`config.mk`:
```
export PLATFORM = sky130hd
export DESIGN_NAME = serial_add_ctrl
export DESIGN_NICKNAME = d
export VERILOG_FILES = /design/src/rtl/serial_add_ctrl.sv
export SDC_FILE = /design/constraint.sdc
export NUM_CORES = 1
export LEC_CHECK = 0
export ABC_AREA = 1
export CAP_MARGIN = 10
export CORE_MARGIN = 8
export CORE_UTILIZATION = 53
export DETAILED_ROUTE_END_ITERATION = 8
export PLACE_DENSITY = 0.83
export SYNTH_ARGS = -nofsm -noshare
export SYNTH_HDL_FRONTEND = slang
export SYNTH_SLANG_ARGS = --single-unit
```
`constraint.sdc`:
```
create_clock -name clk -period 3.2 [get_ports clk]
set_clock_uncertainty 0.2 [all_clocks]
set_input_delay 0.8 -clock clk [delete_from_list [all_inputs] [get_ports clk]]
set_output_delay 0.8 -clock clk [all_outputs]
set_load 0.03 [all_outputs]
```
`src/rtl/serial_add_ctrl.sv`:
```
// Bit-serial adder: one full adder stepped LSB-first over WIDTH cycles, accept-to-out_valid latency WIDTH;
// in_ready only in IDLE, result held in DONE until out_ready. Optional subtract port under SERIAL_ADD_SUB_EN.

module fulladd (
   input  logic a,
   input  logic b,
   input  logic ci,
   output logic s,
   output logic co
);
   assign s  = a ^ b ^ ci;
   assign co = (a & b) | (ci & (a ^ b));
endmodule

module serial_add_ctrl #(
   parameter int WIDTH = 8
) (
   input  logic             clk,
   input  logic             reset,
   input  logic             in_valid,
   output logic             in_ready,
   input  logic [WIDTH-1:0] a,
   input  logic [WIDTH-1:0] b,
   input  logic             ci,
`ifdef SERIAL_ADD_SUB_EN
   input  logic             sub,
`endif
   output logic             out_valid,
   input  logic             out_ready,
   output logic [WIDTH-1:0] sum,
   output logic             co,
   output logic             ovf,
   output logic             busy
);

   localparam int CW = (WIDTH > 1) ? $clog2(WIDTH) : 1;
   localparam logic [CW-1:0] CNT_LAST = CW'(WIDTH - 1);
   localparam logic [CW-1:0] CNT_ONE  = CW'(1);

   localparam logic [1:0] S_IDLE = 2'd0;
   localparam logic [1:0] S_RUN  = 2'd1;
   localparam logic [1:0] S_DONE = 2'd2;

   logic [1:0]       state_q, state_d;
   logic [WIDTH-1:0] a_sr_q, a_sr_d;
   logic [WIDTH-1:0] b_sr_q, b_sr_d;
   logic [WIDTH-1:0] sum_q, sum_d;
   logic [CW-1:0]    cnt_q, cnt_d;
   logic             carry_q, carry_d;
   logic             co_q, co_d;
   logic             cin_msb_q, cin_msb_d;

   logic [WIDTH-1:0] b_load;
   logic             c_load;
   logic             fa_s, fa_co;

   // Subtraction is a + ~b + 1, so only the loaded B and initial carry differ.
`ifdef SERIAL_ADD_SUB_EN
   assign b_load = sub ? ~b : b;
   assign c_load = sub ? 1'b1 : ci;
`else
   assign b_load = b;
   assign c_load = ci;
`endif

   fulladd u_fa (
      .a  (a_sr_q[0]),
      .b  (b_sr_q[0]),
      .ci (carry_q),
      .s  (fa_s),
      .co (fa_co)
   );

   always_comb begin
      state_d   = state_q;
      a_sr_d    = a_sr_q;
      b_sr_d    = b_sr_q;
      sum_d     = sum_q;
      cnt_d     = cnt_q;
      carry_d   = carry_q;
      co_d      = co_q;
      cin_msb_d = cin_msb_q;
      case (state_q)
         S_IDLE: begin
            if (in_valid) begin
               state_d   = S_RUN;
               a_sr_d    = a;
               b_sr_d    = b_load;
               carry_d   = c_load;
               cnt_d     = '0;
               sum_d     = '0;
               co_d      = 1'b0;
               cin_msb_d = 1'b0;
            end
         end
         S_RUN: begin
            sum_d   = {fa_s, sum_q[WIDTH-1:1]};
            carry_d = fa_co;
            a_sr_d  = a_sr_q >> 1;
            b_sr_d  = b_sr_q >> 1;
            cnt_d   = cnt_q + CNT_ONE;
            if (cnt_q == CNT_LAST) begin
               cin_msb_d = carry_q;
               co_d      = fa_co;
               state_d   = S_DONE;
            end
         end
         S_DONE: begin
            if (out_ready) begin
               state_d = S_IDLE;
            end
         end
         default: state_d = S_IDLE;
      endcase
   end

   always_ff @(posedge clk or posedge reset) begin
      if (reset) begin
         state_q   <= S_IDLE;
         a_sr_q    <= '0;
         b_sr_q    <= '0;
         sum_q     <= '0;
         cnt_q     <= '0;
         carry_q   <= 1'b0;
         co_q      <= 1'b0;
         cin_msb_q <= 1'b0;
      end else begin
         state_q   <= state_d;
         a_sr_q    <= a_sr_d;
         b_sr_q    <= b_sr_d;
         sum_q     <= sum_d;
         cnt_q     <= cnt_d;
         carry_q   <= carry_d;
         co_q      <= co_d;
         cin_msb_q <= cin_msb_d;
      end
   end

   assign in_ready  = (state_q == S_IDLE);
   assign busy      = (state_q == S_RUN);
   assign out_valid = (state_q == S_DONE);
   assign sum       = sum_q;
   assign co        = co_q;
   assign ovf       = cin_msb_q ^ co_q;

endmodule

```
# Word level (Yosys, flattened, before mapping)
# Cells that the tools add are included.
# W data, S select, Z words.
# word_totals
register_bits	32
inputBits	21
wordCells	45
# classes
add_sub_neg	1
n_eq_ne	6
muxes	19
n_bitwise	6
reduce_logical	5
# ops
cell	count
$pmux W8 S2	3
$mux W8	3
$mux W2	3
$pmux W1 S2	3
$pmux W2 S3	1
$pmux W3 S2	1
$reduce_and A3 Y1	2
$mux W1	4
$ne A2 B1 Y1 const B	2
$add A3 B1 Y3 const B	1
$eq A3 B3 Y1 const B	1
$mux W3	1
$xor A1 B1 Y1	3
$and A1 B1 Y1	2
$eq A2 B1 Y1 const B	1
$eq A2 B2 Y1 const B	1
$logic_not A2 Y1	1
$ne A2 B2 Y1 const B	1
$reduce_and A2 Y1	1
$reduce_bool A2 Y1	1
$or A1 B1 Y1	1

# Logic depth before layout (Yosys ltp)
# Gate-level depths: netlist of run 1.
# depth
word_depth	5
depth_mapped	8
depth_no_buf	7

# Modules after synthesis
# Synthesis of run 1 repeated with hierarchy kept, for this count alone.
# unflattened
hier_cells	194
hier_area_um2	1508.9
# modules_own_cells
mod	n_inst	cells_each	area_each_um2
serial_add_ctrl	1	193	1488.9
fulladd	1	1	20.0

# Worst setup path before layout of run 1
# OpenSTA, ideal clock, no wires.
# synth_path
path_kind	reg2out
from	register state_q[0]
to	output out_valid
t_arrival_ns	1.148
t_required_ns	2.200
slack_ns	1.052
path_stages_with_launch	4
path_cell_list	dfrtp_1 buf_4 buf_4 nor2_1
# synth_between
elab_chain_len	1
# synth_rtl
item	line_no	text
start, declared	44	logic [1:0] state_q, state_d;
start signal, assigned	128	state_q <= state_d;
$eq A2 B2 Y1	141	assign out_valid = (state_q == S_DONE);
end, declared	28	output logic out_valid,
# No other way between the ends.

# Worst setup path in the final report of run 1
# layout_path
from	register state_q[0]
to	output in_ready
# layout_between
elab_chain_len	1
# layout_rtl
item	line_no	text
$logic_not A2 Y1	139	assign in_ready = (state_q == S_IDLE);
end, declared	21	output logic in_ready,
# No other way between the ends.

==> metrics.cfg, run 1 <==
[power_and_ir_drop]
p_int_mw = 1.055
leakage_nw = 1.055
power_frac_comb = 0.493
finalPower_mw = 1.881
p_per_area_nw_per_um2 = 975.7
ir_drop_mv = 0.7415
pwr-share-clk = 0.140
switching_power_uw = 826.4
p_sw_frac = 0.4393
seq_power_share = 0.367

[die]
die_area_um2 = 4844
fp.dieW_um = 69.60
dieHeight_um = 69.60
initial_core_util = 0.5570
row_count = 19
num_io_pins = 34
core_area_um2 = 2734

[setup_path]
path_class = flop to primary output
r2r_start = state_q[0]
endpoint_kind = primary output
worstSetupStartpointType = flop
reg2reg_depth = 5
crit_fanout = 20
rr_endpoint = sum[7]
worstPathRequired_ps = 2200
reg2reg_slack_ps = 1420
arrival_ps = 1860

[logic_synthesis]
syn_area_um2 = 1523
synth_area_leaders = dfrtp_1 53%, nand2_1 28%, nand3_1 5.9%, buf_4 3.5%, ha_1 1.6%
synth_top_area_cell = dfrtp_1
yosysSeqAreaShare = 0.5259
netlist_instances = 196
syn_avg_cell_area_um2 = 7.769
syn-num-nets = 220
ys.warnings.count = 0
synth_seq_cells = 32
synth_cell_types = 15
synth_top_area_share = 0.5259

[grt]
antenna_found_initial = 0
first_global_vias = 1281
track_usage = 0.1514
grt_max_degree = 33
gr-total-overflow = 0
grt_first_pass_wirelength_um = 5940

[timing]
grt_setup_unrepaired = false
fmax_mhz = 349.9
finalHoldViolations = 0
fin_setup_tns_ps = 0
tightest_slew_ps = 412.9
fin_crit_ps = 2858
maxSlewViolCount = 0
setup_violations = 0
fin_crit_sh = 0.8932
maxSlewHeadroom = 0.7247
hold_ws_ps = 291.2

[worst_hold_path]
whs_endpoint = a_sr_q[6]
hp-class = flop to flop
worstHoldPathCells = 2
min_from = a_sr_q[6]

[detailed_routing]
ant_nets = 0
drc = 0
vias_per_cell = 5.088
wl_per_cell_um = 13.37
routed_wl_um = 3503
first_pass_iters = 4
vias = 1333
drt_iter0_markers = 118

[layout]
final_cell_mix = 115 x nand2_1, 33 x clkdlybuf4s50_1, 32 x dfrtp_1
layout-drive-gt1-share = 0.07359
fin_nets = 255
fin_area_um2 = 1928
diodes = 0
area_growth_pct = 26.62
layout_commonest_cell = nand2_1
n_fill_cell = 235
final_cells = 262

[cts]
tritoncts = done
cts_max_level = 2
cts_buffer_depth = 2
cts_hold_buf = 0
postCtsSetupRepairBufs = 0
path_clk_slew_ps = 90
worstSkewPairLatency_ps = 340
clockRootBuffer = clkbuf_4
numCtsBuffers = 5
cts_resized = 0
clkSinkCount = 32

[run_status]
status = complete, no violations

[placed_design]
place_area_um2 = 1863
place_congestion = 0.7845
dp.cells = 255
portBuffers = 33
hpwl_um = 2445

[job]
drv_cap = 0

-- through the flow --
step / setup WS (ps) / utilization
final: 341.9 / 0.7053
after global routing: 242.7 / 0.7053
after CTS: 328.3 / 0.7053
after detailed placement: 705.9 / 0.6815
after global placement: 770.0 / 0.6815
after floorplan: 1052 / -
-- critical path, cell delays in order, from the launching register on --
cell             delay (ps)
dfrtp_1                 420
buf_4                   220
nor2_1                  170
clkdlybuf4s50_1         710
-- worst max path at each step --
stage	start	endpoint	slack [ps]	cells after the start
after CTS	state_q[0]	in_ready	330	3
after global routing	state_q[1]	busy	240	4
after floorplan	state_q[0]	out_valid	1050	3
after global placement	state_q[1]	busy	770	4
after detailed placement	state_q[0]	in_ready	710	3
final	state_q[0]	in_ready	340	3
-- power by group through the flow --
stage | logic, mW | clock network (mW) | registers (mW)
after floorplan | 0.553 | 0 | 0.776
after global placement | 0.888 | 0 | 0.688
after detailed placement | 0.931 | 0 | 0.698
after CTS | 0.940 | 0.267 | 0.691
after global routing | 1.03 | 0.285 | 0.713
final | 0.928 | 0.263 | 0.691
-- cells in the mapped netlist, drive strengths merged --
library cell	instances
nand2	116
dfrtp	32
nand3	18
inv	10
buf	9
o21ai	4
ha	2
nor2	2
fa	1
o31ai	1
xor2	1
-- registers in the layout, summed over array words and instances, names as in the netlist --
register	flops
cin_msb_q	1
co	1
state_q	2
cnt_q	3
carry_q	1
a_sr_q	8
b_sr_q	8
sum	8
-- cells by family (layout without fill, tap and decap cells) --
logic type,after synthesis,count (layout),synth area share
fa+ha+maj,3,3,0.02958
simple gates,136,136,0.3550
compound gates,5,5,0.01807
buf+inv,19,54,0.06573
xor+xnor,1,1,0.005753
flops,32,32,0.5259
-- metal layers --
layer / up-vias / part of all wire / global-route usage
met5: - / 0 / 0
met4: 0 / 0.026 / 0.09339
met3: 8 / 0.046 / 0.04721
met2: 38 / 0.49 / 0.2346
met1: 619 / 0.44 / 0.1777
li1: 668 / - / -
-- cell type report --
class	count	area [um^2]	share of cell area
timing repair buffer	37	360.3	0.1869
multi-input combinational	145	625.6	0.3245
tap	31	38.79	0.02012
clock buffer	7	65.06	0.03374
inverter	10	37.54	0.01947
sequential	32	800.8	0.4153
Power figures use the tool's default switching activity.
==> run 2, diff against run 1 <==
SKIP_CTS_REPAIR_TIMING = 1   (was unset)
clock period = 3.5 ns   (was 3.2 ns; I/O delays follow)
==> run 2 against run 1 <==
  * Sequential power fell by 7.7%
  * First-iteration DRC count grew 3.4%
  * Sequential share of layout area rose by 0.14 points
  * Power shrank 9.7%
  * Non-clock buffer count is the same
  * Via count grew 2.6%
  * Die area did not move
  * Routed wire length grew 3.3%
==> metrics.cfg, run 2 (synthesized netlist as in run 1, its figures left out) <==
[timing]
fin_setup_tns_ps = 0  ; unchanged
fin_crit_sh = 0.8284
maxSlewViolCount = 0  ; unchanged
finalHoldViolations = 0  ; unchanged
tightest_slew_ps = 471.5  ; was 412.9 ps
maxSlewHeadroom = 0.6856  ; was 0.7247
setup_violations = 0  ; unchanged
fin_crit_ps = 2899
fmax_mhz = 344.9
grt_setup_unrepaired = false  ; unchanged

[detailed_routing]
drt_iter0_markers = 122  ; was 118
wl_met3_um = 181  ; was 160 um
routed_wl_um = 3619  ; was 3503 um
wl_per_cell_um = 13.76  ; was 13.37 um
wl_met2_um = 1771  ; was 1699 um
met1_length_um = 1617  ; was 1552 um
drc = 0  ; unchanged
vias_per_cell = 5.202  ; was 5.088
vias = 1368  ; was 1333
ant_nets = 0  ; unchanged
first_pass_iters = 4  ; unchanged
highest_layer = met4  ; unchanged

[grt]
grt_first_pass_wirelength_um = 6161  ; was 5940 um
grt_max_degree = 33  ; unchanged
antenna_found_initial = 0  ; unchanged
first_global_vias = 1383  ; was 1281
track_usage = 0.1535  ; was 0.1514
gr-total-overflow = 0  ; unchanged

[power_and_ir_drop]
ir_drop_mv = 0.6615  ; was 0.7415 mV
p_per_area_nw_per_um2 = 884.1  ; was 975.7 nW/um^2
leakage_nw = 1.050  ; was 1.055 nW

[layout]
layout-drive-gt1-share = 0.06897  ; was 0.07359
fin_nets = 255  ; unchanged
seq_area_um2 = 800.8  ; unchanged
final_util = 0.7030  ; was 0.7053
n_fill_cell = 237  ; was 235
diodes = 0  ; unchanged
multiInputGateArea_um2 = 625.6  ; unchanged
area_growth_pct = 26.21  ; was 26.62%
final_cell_mix = 115 x nand2_1, 33 x clkdlybuf4s50_1, 32 x dfrtp_1  ; unchanged
layout_commonest_cell = nand2_1  ; unchanged
final_cells = 263  ; was 262

[worst_hold_path]
hp-class = flop to flop  ; unchanged

[die]
dieHeight_um = 69.60  ; unchanged
row_count = 19  ; unchanged
core_area_um2 = 2734  ; unchanged
initial_core_util = 0.5570  ; unchanged
fp.dieW_um = 69.60  ; unchanged
num_io_pins = 34  ; unchanged
die_area_um2 = 4844  ; unchanged

[cts]
cts_max_level = 2  ; unchanged
path_clk_slew_ps = 90  ; about the same
worstSkewPairLatency_ps = 330  ; was 340 ps
numCtsBuffers = 5  ; unchanged
clkSinkCount = 32  ; unchanged
cts_buffer_depth = 2  ; unchanged
tritoncts = done  ; unchanged
clockRootBuffer = clkbuf_4  ; unchanged

[setup_path]
worstPathRequired_ps = 2420  ; was 2200 ps
arrival_ps = 1820  ; was 1860 ps
worstSetupStartpointType = flop  ; unchanged
crit_fanout = 19  ; was 20
path_class = flop to primary output  ; unchanged
endpoint_kind = primary output  ; unchanged

[placed_design]
place_congestion = 0.7791  ; was 0.7845
hpwl_um = 2554  ; was 2445 um
portBuffers = 33  ; unchanged
dp.cells = 255  ; unchanged

[run_status]
status = complete, no violations  ; unchanged

[job]
drv_cap = 0  ; unchanged

==> run 2: metal layers <==
metal	global-route usage	vias up
met1	0.1742	661
met3	0.05436	4
li1	-	668
met5	0	-
met2	0.2510	35
met4	0.07062	0
==> run 2: where the power goes <==
group          total, mW  switching [mW]  leakage [nW]  internal [mW]
Clock              0.218           0.118        0.0326         0.0990
Combinational      0.844           0.528         0.606          0.316
Sequential         0.638           0.106         0.412          0.532
Total               1.70           0.752          1.05          0.947
==> run 2: final timing paths <==
check	to	startpoint	cells past startpoint	slack, ps
worst min-delay path	cnt_q[1]	cnt_q[1]	2	290
worst max-delay path	busy	state_q[1]	4	600
worst max register to register	cnt_q[0]	state_q[0]	5	1690
min in group asynchronous	sum[6]	reset	3	750
max in group asynchronous	co	reset	3	2060
worst min register to register	cnt_q[1]	cnt_q[1]	2	290
==> run 2: stage by stage <==
| step | total power [mW] | area (um^2) | setup slack, ps | hold slack (ps) |
|---|---|---|---|---|
| 2_1_floorplan | 1.215 | 1523 | 1277 | 245.9 |
| 3_3_place_gp | 1.442 | 1863 | 1002 | 255.1 |
| 3_5_place_dp | 1.483 | 1863 | 953.6 | 266.9 |
| 4_1_cts | 1.711 | 1922 | 578.1 | 290.0 |
| 5_1_grt | 1.835 | 1922 | 495.0 | 318.2 |
| 6_report | 1.699 | 1922 | 600.7 | 287.3 |
==> run 2: worst max-delay path, cell delays in order, from the launching register on <==
cell and delay (ps):
dfrtp_1 400, inv_2 80, nand2_4 130, inv_2 180, clkdlybuf4s50_1 700
==> run 2: layout make-up <==
| cell class | instances | area share |
|---|---|---|
| Clock buffer | 8 | 0.03060 |
| Inverter | 10 | 0.01953 |
| Multi-Input combinational cell | 145 | 0.3255 |
| Sequential cell | 32 | 0.4167 |
| Tap cell | 31 | 0.02018 |
| Timing Repair Buffer | 37 | 0.1875 |
==> variant 1, RTL diff (flow settings as in run 2) <==
`WIDTH`: 8 -> 4.
--- a/src/rtl/serial_add_ctrl.sv
+++ b/src/rtl/serial_add_ctrl.sv
@@ -13,7 +13,7 @@
 endmodule
 
 module serial_add_ctrl #(
-   parameter int WIDTH = 8
+   parameter int WIDTH = 4
 ) (
    input  logic             clk,
    input  logic             reset,
Interface: changed (resized a, b and sum); port bits go from 34 to 22. The function was not compared with the original's and may differ.
==> variant 1 against run 2 <==
- sequential cell count shrank 13
- area after synthesis is 38% lower
- count of clock-buffer cells in the layout shrank 5
- final cell count is 39% lower
- power shrank 36%
- cell area fell by 39%
- via count is 45% lower
- sequential share of layout area is 1.1 points lower
- setup slack lost 270 ps
- critical path depth down 1
- hold slack improved by 7.0 ps
- routed wire length fell by 48%
- global-route usage decreased by 2.8 points
- critical path type unchanged
- largest cell class unchanged
==> variant 1: results <==
[place]
gp_congestion = 0.877
io_buffers = 21
post_dp_cell_area_um2 = 1140
hpwl_um = 1430

[run_status]
status = finished, final reports clean

[worst_setup_path]
cp.arrival_ps = 2100
max_stage_delay_ps = 690
critPathMaxFanout = 13
cpMaxStageDelayCell = clkdlybuf4s50_1
ff2ff_setup_slack_ps = 1770

[synth]
synth_cell_type_count = 16
syn-num-nets = 129
synth_ff_type = dfrtp_1
ys_warn_count = 0
synth-async-reset-ratio_pct = 100
synth_common_cells = nand2_1 (60), dfrtp_1 (19), inv_1 (9), nand3_1 (9)
ys_seq_area_share_pct = 50.4
synth_area_leaders = dfrtp_1 (50%), nand2_1 (24%), nand3_1 (4.8%)

[cells_and_area]
drive_gt1_share_pct = 6.62
nNetsFinal = 152
n_antenna_cell = 0
nFillCells = 141

[pwr]
vdd_ir_drop_max_mv = 0.417
power.switching_mw = 0.509
p_leak_nw = 0.627
p_clk_share_pct = 10.1
power_density_nw_per_um2 = 930
power_frac_seq_pct = 37.0

[sta]
slew_headroom_pct = 53.4
setup_viol = 0

[global_routing]
antenna_found_initial = 0
grtUsageTotal_pct = 12.6
grt_pass1_vias = 798
grt_start_max_net_pins = 20
grt_pass1_wl_um = 3330

[clock_tree]
htree_num_levels = 1
cts-root-buf = clkbuf_4
clockBufferDepth = 2
clock_latency_ps = 300
clkSlewWorstSetupHoldPaths_ps = 100
numCtsBuffers = 3

[routing]
first_pass_iters = 4
via_per_inst = 4.66
drt_iter0_markers = 15
wl_um = 1890

[worst_hold_path]
hold_path_class = reg2reg
==> variant 1: routing by layer <==
metal | wire (um) | vias up | track usage [%]
met5 | 0 | - | 0
met3 | 100 | 2 | 3.09
li1 | - | 390 | -
met4 | 16 | 0 | 7.69
met2 | 896 | 19 | 20.1
met1 | 879 | 339 | 14.8
==> variant 1: cells by family after synthesis <==
| logic type | synth area share, % |
|---|---|
| flip-flops | 50.4 |
| AND/OR/NAND/NOR | 32.0 |
| buffers and inverters | 9.15 |
| adder cells (fa/ha/maj) | 3.45 |
| XOR/XNOR | 0.929 |
| AO/OA/AOI/OAI | 4.11 |
==> variant 1: path summary, 6_finish.rpt <==
path / startpoint / end / cells past startpoint
max reg2reg: state_q[0] / a_sr_q[1] / 4
min in group asynchronous: reset / sum[1] / 2
min reg2reg: a_sr_q[3] / a_sr_q[3] / 2
max: state_q[0] / busy / 3
min: a_sr_q[3] / a_sr_q[3] / 2
max in group asynchronous: reset / b_sr_q[3] / 2
==> variant 1: area by class of cell <==
| cell class | instances | area, um^2 | share of cell area, % |
|---|---|---|---|
| timing repair buffer | 22 | 218 | 18.6 |
| clock inverter | 1 | 5.00 | 0.427 |
| inverter | 10 | 38.8 | 3.31 |
| multi-input combinational | 81 | 382 | 32.6 |
| tap | 25 | 31.3 | 2.67 |
| clock buffer | 3 | 22.5 | 1.92 |
| sequential | 19 | 475 | 40.6 |
==> variant 1: through the flow <==
stage          hold WS, ps  cells  setup WS (ps)
6_report               294    161            327
5_1_grt                316    161            175
3_3_place_gp           257    157            732
2_1_floorplan          246    114           1380
4_1_cts                297    161            316
3_5_place_dp           272    157            653
==> variant 1: critical path: cells and delay by family (launching register included) <==
kind,cells,cell delay (ps)
buf+inv,2,880
flops,1,680
simple gates,1,240
==> variant 2, RTL diff (settings of run 2) <==
Without the edit above. Reset style: synchronous (`reset`), changed in one clocked block.
--- a/src/rtl/serial_add_ctrl.sv
+++ b/src/rtl/serial_add_ctrl.sv
@@ -114,7 +114,7 @@
       endcase
    end
 
-   always_ff @(posedge clk or posedge reset) begin
+   always_ff @(posedge clk) begin
       if (reset) begin
          state_q   <= S_IDLE;
          a_sr_q    <= '0;
Check against the original RTL: differs if reset is asserted again (counterexample within 4 cycles, from zero or initial values and one cycle with reset high); with reset held inactive, the same outputs for 10 cycles.
==> variant 2 against run 2 <==
- cell area is 0.98% lower
- setup slack improved by 160 ps
- critical path type unchanged
- sequential cell count unchanged
- routed wire length decreased by 8.4%
- area after synthesis shrank 2.9%
Power is not compared: it rests on default switching activity, and its combinational part moved more than twofold at a synthesized area within 25%.
==> variant 2: results <==
[run_status]
status = finished, final reports clean

[synth]
synth-async-reset-ratio_pct = 0
syn-num-nets = 253

[global_routing]
grt_start_max_net_pins = 26
grt_pass1_vias = 1287
use_met2_pct = 24.3
grt.met3_usage_pct = 5.82
grt_pass1_wl_um = 5400

[worst_hold_path]
hold_path_end = cnt_q[1]
hp-start = cnt_q[1]

[worst_setup_path]
max_stage_delay_ps = 680
critPathMaxFanout = 4
r2r_end = b_sr_q[1]
r2r-start = state_q[0]

[sta]
hold_ws_ps = 274
slew_headroom_pct = 60.9

[routing]
via_per_inst = 4.72
wl_per_cell_um = 11.2
met1_length_um = 1510
drt_iter0_markers = 97
dr_wl_met2_um = 1590
wl_um = 3320

[place]
dpl_worst_slack_ps = 815
hpwl_um = 2290

[cells_and_area]
drive_gt1_share_pct = 5.68
nNetsFinal = 287
-- variant 2: changes by cell type after synthesis, sizes merged, moves of 12 or more --
cell,change
nor2,+33
nand2,-14
inv,+12
dfrtp,-32
dfxtp,+32
nand3,-13
a21oi,+17
-- variant 2: kinds of logic (layout without fill, tap and decap cells) --
kind of cell | count (synthesis) | in the layout | synth area share, %
and+or+nand+nor | 143 | 143 | 37.4
DFF | 32 | 32 | 43.3
buffers and inverters | 32 | 67 | 9.31
AOI/OAI and AO/OA | 18 | 18 | 6.35
adders and majority gates | 3 | 3 | 3.05
xor gates and xnor gates | 1 | 1 | 0.592
-- variant 2: cell type report --
cell class	instances	area, um^2	area share [%]
multi-input cells	165	701	36.8
well taps	31	38.8	2.04
flip-flops and latches	32	641	33.7
clock inverters	3	42.5	2.24
inverters	22	82.6	4.34
clock buffers	5	37.5	1.97
repair buffers	37	360	18.9
-- variant 2: worst max-delay path, delay by kind of cell (launching register included) --
kind,cells,cell delay (ps)
buf+inv,2,790
simple gates,1,130
flops,1,410
